===== config.mk =====
export PLATFORM = sky130hd
export DESIGN_NAME = pixel_stream_sink
export DESIGN_NICKNAME = d
export VERILOG_FILES = /design/src/rtl/pixel_stream_sink.sv
export SDC_FILE = /design/constraint.sdc
export NUM_CORES = 1
export LEC_CHECK = 0
export ABC_AREA = 1
export CAP_MARGIN = 20
export CELL_PAD_IN_SITES_DETAIL_PLACEMENT = 1
export CELL_PAD_IN_SITES_GLOBAL_PLACEMENT = 1
export CORE_ASPECT_RATIO = 1.2
export CORE_UTILIZATION = 35
export CTS_CLUSTER_DIAMETER = 150
export DETAILED_ROUTE_END_ITERATION = 16
export PLACE_DENSITY = 0.76
export SYNTH_ARGS = -nofsm -noshare
export SYNTH_HDL_FRONTEND = slang
export SYNTH_SLANG_ARGS = --single-unit

===== constraint.sdc =====
create_clock -name in_stream_aclk -period 2.7 [get_ports in_stream_aclk]
set_input_delay 0.27 -clock in_stream_aclk [delete_from_list [all_inputs] [get_ports in_stream_aclk]]
set_output_delay 0.27 -clock in_stream_aclk [all_outputs]
set_load 0.005 [all_outputs]

===== src/rtl/pixel_stream_sink.sv =====
// -----------------------------------------------------------------------------
// pixel_stream_sink
//
// AXI4-Stream video receiver. It consumes 32-bit pixel beats, tracks the
// (x, y) position of the next expected pixel, and checks the framing markers:
// tuser marks start of frame, and tlast marks end of line or end of frame.
// It sums every pixel of a frame modulo 2^32. When a frame completes cleanly,
// it pulses frame_done, increments frame_count and latches frame_checksum.
// Framing violations set sticky err_flags and increment a saturating err_count.
//
// Parameters:
//   X_SIZE        pixels per line (at most 1024)
//   Y_SIZE        lines per frame (at most 1024)
//   LAST_PER_LINE 1: tlast on the last pixel of every line
//                 0: tlast only on the last pixel of the frame
//
// Ports:
//   in_stream_aclk    stream clock, rising edge
//   axi_resetn        asynchronous active-low reset
//   in_stream_tdata   pixel data
//   in_stream_tkeep   byte enables, must be 4'hF
//   in_stream_tlast   end-of-line / end-of-frame marker
//   in_stream_tuser   start-of-frame marker
//   in_stream_tvalid  source has a beat
//   in_stream_tready  sink accepts a beat
//   ready_en          0 stalls the sink (forces tready low)
//   clear_err         one-cycle pulse that clears err_flags and err_count
//   x, y              position of the next expected pixel
//   frame_done        one-cycle pulse after the last pixel of a good frame
//   frame_count       number of good frames received (wraps)
//   frame_checksum    sum of all tdata in the last good frame
//   err_flags         sticky flags:
//                       [0] early/late tuser
//                       [1] missing tlast
//                       [2] unexpected tlast
//                       [3] bad tkeep
//   err_count         errors detected, saturating at 255
//
// Optional feature, enabled by defining PIXEL_SINK_BACKPRESSURE_EN:
//   A 16-bit LFSR gates tready to produce pseudo-random backpressure.
// -----------------------------------------------------------------------------
module pixel_stream_sink #(
  parameter int X_SIZE        = 640,
  parameter int Y_SIZE        = 480,
  parameter int LAST_PER_LINE = 1
) (
  input  logic        in_stream_aclk,
  input  logic        axi_resetn,
  input  logic [31:0] in_stream_tdata,
  input  logic [3:0]  in_stream_tkeep,
  input  logic        in_stream_tlast,
  input  logic        in_stream_tuser,
  input  logic        in_stream_tvalid,
  output logic        in_stream_tready,
  input  logic        ready_en,
  input  logic        clear_err,
  output logic [9:0]  x,
  output logic [9:0]  y,
  output logic        frame_done,
  output logic [15:0] frame_count,
  output logic [31:0] frame_checksum,
  output logic [3:0]  err_flags,
  output logic [7:0]  err_count
);

  typedef enum logic {WAIT_SOF = 1'b0, RECV = 1'b1} state_t;

  localparam logic [9:0] X_MAX = 10'(X_SIZE - 1);
  localparam logic [9:0] Y_MAX = 10'(Y_SIZE - 1);

  state_t      state, state_n;
  logic [9:0]  x_n, y_n, px, py;
  logic [31:0] sum, sum_n, sum_acc, frame_checksum_n;
  logic [15:0] frame_count_n;
  logic [3:0]  err_set, err_flags_n;
  logic [7:0]  err_base, err_count_n;
  logic        frame_done_n, live, accept, sof, pixel, tuser_err;
  logic        last_col, last_pix, tlast_exp;

  // tready comes from registered state only. The live flop keeps tready low
  // until the first clock edge after reset is released.
`ifdef PIXEL_SINK_BACKPRESSURE_EN
  logic [15:0] lfsr;

  always_ff @(posedge in_stream_aclk or negedge axi_resetn) begin
    if (!axi_resetn) lfsr <= 16'hACE1;
    else             lfsr <= {lfsr[14:0], lfsr[15] ^ lfsr[13] ^ lfsr[12] ^ lfsr[10]};
  end

  assign in_stream_tready = live & ready_en & (lfsr[0] | lfsr[1]);
`else
  assign in_stream_tready = live & ready_en;
`endif

  assign accept = in_stream_tvalid & in_stream_tready;
  assign sof    = in_stream_tuser;
  // In WAIT_SOF, only a tuser beat is a pixel; any other beat is drained.
  assign pixel  = accept & ((state == RECV) | sof);
  // A tuser beat in mid-frame is an error, but it still restarts the frame.
  assign tuser_err = (state == RECV) & sof & ((x != 10'd0) | (y != 10'd0));
  // A start-of-frame beat is always treated as pixel (0,0).
  assign px        = sof ? 10'd0 : x;
  assign py        = sof ? 10'd0 : y;
  assign last_col  = (px == X_MAX);
  assign last_pix  = last_col & (py == Y_MAX);
  assign tlast_exp = (LAST_PER_LINE != 0) ? last_col : last_pix;

  always_comb begin
    // NOTE: every signal driven here gets a default first, so no path leaves
    // one unassigned and no latch is inferred.
    state_n          = state;
    x_n              = x;
    y_n              = y;
    sum_n            = sum;
    sum_acc          = (sof ? 32'd0 : sum) + in_stream_tdata;
    frame_done_n     = 1'b0;
    frame_count_n    = frame_count;
    frame_checksum_n = frame_checksum;
    err_set          = 4'd0;

    if (pixel) begin
      if (in_stream_tkeep != 4'hF) begin
        err_set[3] = 1'b1;
        state_n    = WAIT_SOF;
        x_n        = 10'd0;
        y_n        = 10'd0;
        sum_n      = 32'd0;
      end else if (tuser_err) begin
        // The restarted frame starts from this beat, which becomes pixel (0,0).
        err_set[0] = 1'b1;
        state_n    = RECV;
        x_n        = 10'd1;
        y_n        = 10'd0;
        sum_n      = in_stream_tdata;
      end else if (in_stream_tlast != tlast_exp) begin
        err_set[in_stream_tlast ? 2 : 1] = 1'b1;
        state_n = WAIT_SOF;
        x_n     = 10'd0;
        y_n     = 10'd0;
        sum_n   = 32'd0;
      end else if (last_pix) begin
        frame_done_n     = 1'b1;
        frame_count_n    = frame_count + 16'd1;
        frame_checksum_n = sum_acc;
        state_n          = WAIT_SOF;
        x_n              = 10'd0;
        y_n              = 10'd0;
        sum_n            = 32'd0;
      end else begin
        state_n = RECV;
        sum_n   = sum_acc;
        x_n     = last_col ? 10'd0 : px + 10'd1;
        y_n     = last_col ? py + 10'd1 : py;
      end
    end

    // clear_err drops the old status before any error from this beat is added.
    err_base    = clear_err ? 8'd0 : err_count;
    err_flags_n = (clear_err ? 4'd0 : err_flags) | err_set;
    err_count_n = ((|err_set) && (err_base != 8'hFF)) ? err_base + 8'd1 : err_base;
  end

  always_ff @(posedge in_stream_aclk or negedge axi_resetn) begin
    if (!axi_resetn) begin
      state          <= WAIT_SOF;
      live           <= 1'b0;
      x              <= 10'd0;
      y              <= 10'd0;
      sum            <= 32'd0;
      frame_done     <= 1'b0;
      frame_count    <= 16'd0;
      frame_checksum <= 32'd0;
      err_flags      <= 4'd0;
      err_count      <= 8'd0;
    end else begin
      // NOTE: non-blocking assignments, so every register samples the values
      // from before this clock edge, whatever the statement order.
      state          <= state_n;
      live           <= 1'b1;
      x              <= x_n;
      y              <= y_n;
      sum            <= sum_n;
      frame_done     <= frame_done_n;
      frame_count    <= frame_count_n;
      frame_checksum <= frame_checksum_n;
      err_flags      <= err_flags_n;
      err_count      <= err_count_n;
    end
  end

endmodule


==> results.md <==
Flow run:
- The number of maximum-capacitance constraint violations is 0.

Drt:
- The remaining antenna violation count after routing is 0.
- The routed via count is 8728.
- For this run, design rule violations remaining after detail routing come to 0.
- Summed over all layers, the routed wires come to about 28 mm.
- The number of iterations in the first detailed-routing pass is 4.
- The detail-routed net length per standard cell is between 15 and 20 um.
- After detailed routing, the number of vias per cell comes to 4.86.
- The violation count after the first detailed-routing iteration is 333.

Logic synthesis:
- The yosys synthesis warning count is 0.
- The most used flip-flop cell after synthesis is sky130_fd_sc_hd__dfrtp_1.
- Sequential cells were found to cover 33.4% of the synthesized design area.
- In this run, synthesis produced a sequential element count of approximately 120.
- The number of enable-type register cells in the synthesized netlist is 0.
- The count of mapped cells out of synthesis is 1328.
- Counting flops with an async set or reset pin after synthesis yields a share of 100%.
- After synthesis, the cell types taking the most area are sky130_fd_sc_hd__dfrtp_1 (33%), sky130_fd_sc_hd__nand2_1 (21%), sky130_fd_sc_hd__inv_1 (9.4%).
- The synthesized netlist contains 37 unique library cells.
- The share of Yosys cell area claimed by the top area cell type is roughly 33%.
- The mapped netlist covers 8600 um2.
- The synthesized design spends more area on one cell type than any other, namely sky130_fd_sc_hd__dfrtp_1.
- The post-synth net total is 1409.
- The average instance in the mapped netlist occupies 6.48 um2.

Worst setup path:
- The kind of cell with the highest combined delay along the critical path is simple AND/OR/NAND/NOR gates.
- The worst setup path category is flip-flop to flip-flop.
- The worst setup path is launched from a flip-flop.
- The launch point of the worst path is x[0].
- STA puts the critical path data required time at ~3000 ps.
- Walking the worst path, the cells encountered are inv_1 -> nor2_1 -> ha_1 -> nand2_2 -> nor2_4 -> nand3_4 -> inv_1 -> ha_1 -> inv_1 -> nor2_1 -> nand3_4 -> buf_4 -> nand2_1 -> nand2_1.
- Of all nets on the critical path, the largest fanout is 21.
- The largest individual stage delay along the critical path comes from the cell sky130_fd_sc_hd__dfrtp_1.
- The largest single stage delay on the critical path is 350 ps.
- Data on the critical path arrives at its endpoint at 2750 ps.
- Counting stages on the worst path, the most repeated cell is sky130_fd_sc_hd__inv_1.
- The combined buffer and inverter count along the critical path is 4.
- In this run the critical register-to-register path is launched from x[0].
- The worst setup path is captured at a flip-flop.

CTS:
- The number of H-tree levels is 4.
- The maximum number of buffers from clock root to sink is 2.
- The library cell used as clock root buffer is sky130_fd_sc_hd__clkbuf_16.
- The number of buffers added by the clock tree synthesis step is 17.
- The clock sink total is between 100 and 150.
- The latest clock arrival within the worst-skew pair is 440 ps.
- The clock transition at the registers of the reported paths is roughly 60 ps.
- The number of setup buffers added after CTS is 0.
- TritonCTS built the clock tree.

Placement:
- During placement, the flow inserted port buffers numbering roughly 120.
- After detailed placement, the total cell area comes to 10300 um2.
- At the placement stage, the worst setup path has a slack of 184 ps.
- The HPWL after detailed placement is 21.1 mm.
- Including well taps, the total number of placed cells is 1762.
- At the end of routability-driven placement, the weighted congestion stood at roughly 0.91.

Cells and area:
- The final cell count without fillers is around 1.8k.
- The final-layout fill cell count is 3185.
- The finished cells cover 11000 um2.
- The number of diodes added for antenna fixing is 0.
- The net count reported at finish is between 1.5k and 2k.
- In the final layout, the multi-input gates occupy between 4000 and 5000 um2.
- In the final layout, the share of cells above drive strength 1 is 5.90%.
- The footprint of the flip-flops and latches is 2880 um2.
- Compared with the post-synthesis result, the final layout area differs by 27.3%.

Pwr:
- IR analysis of the VDD net gives a maximum drop of 0.431 mV.
- The combinational cell fraction of total power is between 10% and 20%.
- The internal power of the cells is 3720 uW.
- The reported leakage power is 0.00577 uW.
- The switching power as a share of total power is about 25%.
- The part of the power in registers is a little over a third.
- Dividing total power by cell area gives a power density of 453 nW/um2.
- Of the total power, the clock network draws 53.3%.
- The total power is around 5000 uW.
- Summed over all nets, the switching power comes to 1250 uW.

STA:
- The final number of setup-violating endpoints is 0.
- The total count of max-transition violations in the final report is 0.
- Dividing the final minimum period by the clock period gives 90.2%.
- The clock period could shrink to 2440 ps.
- Setup repair after global routing left no endpoint under its margin.
- Between clock sinks in the finished design, the worst skew comes to about 11 ps.
- The peak clock frequency supported by timing is between 400 and 500 MHz.
- The setup total negative slack is 0 ps.
- The number of endpoints with negative hold slack in the final report is 0.
- The final setup slack of the worst path is 264 ps.

GRT:
- The number of antenna violations at the first check in global routing is 0.
- The number of global-route vias before repair is 9252.
- Entering global routing, the biggest net connects 70 pins.
- The wire length of the first global-routing pass is 46.7 mm.
- The overall track demand over capacity in global routing is 23.2%.
- Summed over all layers, the global routing overflow is 0.

Die:
- The chip width is 145 um.
- The area of the placeable core is 24000 um2.
- The die span in y is 174 um.
- The die covers 25200 um2.
- For this configuration, the core starts out at a cell density of 35.8%.
- The count of boundary I/O pins is 125.
- The number of cell rows is between 60 and 70.

Status:
- The run finished with clean final reports.

Min path:
- The path class of the lowest-slack min-delay path is primary input to asynchronous set/reset pin.
[layer usage]
metal / share of wire [%] / global-route usage, %
met4: 1.7 / 6.93
met2: 51 / 43.0
met3: 3.2 / 3.26
met1: 44 / 27.6
met5: 0 / 0
[synth_stat cells (7+ instances only)]
library cell / n
sky130_fd_sc_hd__a21oi_1: 21
sky130_fd_sc_hd__buf_6: 7
sky130_fd_sc_hd__clkbuf_1: 14
sky130_fd_sc_hd__dfrtp_1: 115
sky130_fd_sc_hd__ha_1: 37
sky130_fd_sc_hd__inv_1: 216
sky130_fd_sc_hd__nand2_1: 483
sky130_fd_sc_hd__nand2_2: 7
sky130_fd_sc_hd__nand3_1: 139
sky130_fd_sc_hd__nand3b_1: 9
sky130_fd_sc_hd__nand4_1: 24
sky130_fd_sc_hd__nor2_1: 117
sky130_fd_sc_hd__nor2_4: 7
sky130_fd_sc_hd__nor3_1: 10
sky130_fd_sc_hd__o21ai_0: 34
sky130_fd_sc_hd__xnor2_1: 10
sky130_fd_sc_hd__xor2_1: 32
[logic make-up after synthesis]
family	after synthesis	share of synthesized area, %
other cells	1	0.0436
compound gates	67	4.13
buf+inv	253	12.0
flops	115	33.4
simple gates	812	40.5
xor+xnor	42	4.28
fa+ha+maj	38	5.61
[path summary, 6_finish.rpt]
kind | endpoint | slack, ps | cells after the start
max in group asynchronous | frame_checksum[30] | 1620 | 3
min in group in_stream_aclk | x[1] | 410 | 5
worst max register to register | frame_checksum[3] | 260 | 14
worst min register to register | frame_checksum[2] | 470 | 2
worst min-delay path | x[5] | 340 | 2
worst max-delay path | frame_checksum[3] | 260 | 14
[state kept, by name, summed over array words and instances, names as in the netlist]
name and cells:
state 1, x 10, y 10, frame_done 1, sum 32, frame_count 16, live 1, err_count 8
err_flags 4, frame_checksum 32
[cell type report]
type                            instances  area share, %
Tap cell                              320           3.66
Multi-Input combinational cell        960           42.9
Sequential cell                       115           26.3
Clock inverter                         13           2.09
Clock buffer                           19           4.04
Inverter                              221           7.62
Timing Repair Buffer                  147           13.4
[power by group through the flow]
stage	clock (uW)	combinational, uW	sequential (uW)
2_1_floorplan	0	296	1810
3_3_place_gp	0	534	1810
3_5_place_dp	0	542	1810
4_1_cts	2690	550	1780
5_1_grt	2740	613	1780
6_report	2640	542	1780
[cells in the final DEF, fill, tap and decap left out, types with 4 or more instances in the layout]
master                              n
sky130_fd_sc_hd__a21oi_1           21
sky130_fd_sc_hd__buf_4             18
sky130_fd_sc_hd__nand3_1          139
sky130_fd_sc_hd__clkdlybuf4s50_1  122
sky130_fd_sc_hd__nand3b_1           9
sky130_fd_sc_hd__nand4_1           24
sky130_fd_sc_hd__nand2_1          483
sky130_fd_sc_hd__nand2_2            7
sky130_fd_sc_hd__clkbuf_16         17
sky130_fd_sc_hd__buf_12             5
sky130_fd_sc_hd__o21ai_0           34
sky130_fd_sc_hd__nor3_1            10
sky130_fd_sc_hd__o22ai_1            5
sky130_fd_sc_hd__nor2_4             7
sky130_fd_sc_hd__nor2_1           117
sky130_fd_sc_hd__ha_1              37
sky130_fd_sc_hd__nor2_2             5
sky130_fd_sc_hd__xnor2_1           10
sky130_fd_sc_hd__dfrtp_1          115
sky130_fd_sc_hd__bufinv_16          6
sky130_fd_sc_hd__inv_2              4
sky130_fd_sc_hd__xor2_1            32
sky130_fd_sc_hd__inv_1            216
[through the flow]
stage          utilization (%)  hold WS, ps
2_1_floorplan                -        -25.6
3_3_place_gp              42.7          263
3_5_place_dp              42.7          262
4_1_cts                   45.5          355
5_1_grt                   45.5          385
6_report                  45.5          339
[worst register-to-register path, delay by kind of cell, from the launching register on]
family	cells	cell delay, ps
DFF	1	350
buffers and inverters	4	480
adders and majority gates	2	400
and+or+nand+nor	8	1100
[what timing repair did]
| item | 4_1_cts | 5_1_grt |
|---|---|---|
| hold buffers | 1 | 0 |
| gates resized for setup | 0 | 0 |
| endpoints found under the hold margin | 32 | 0 |
| setup endpoints to repair | 0 | 0 |
No activity file was read; power rests on OpenSTA's default activity.
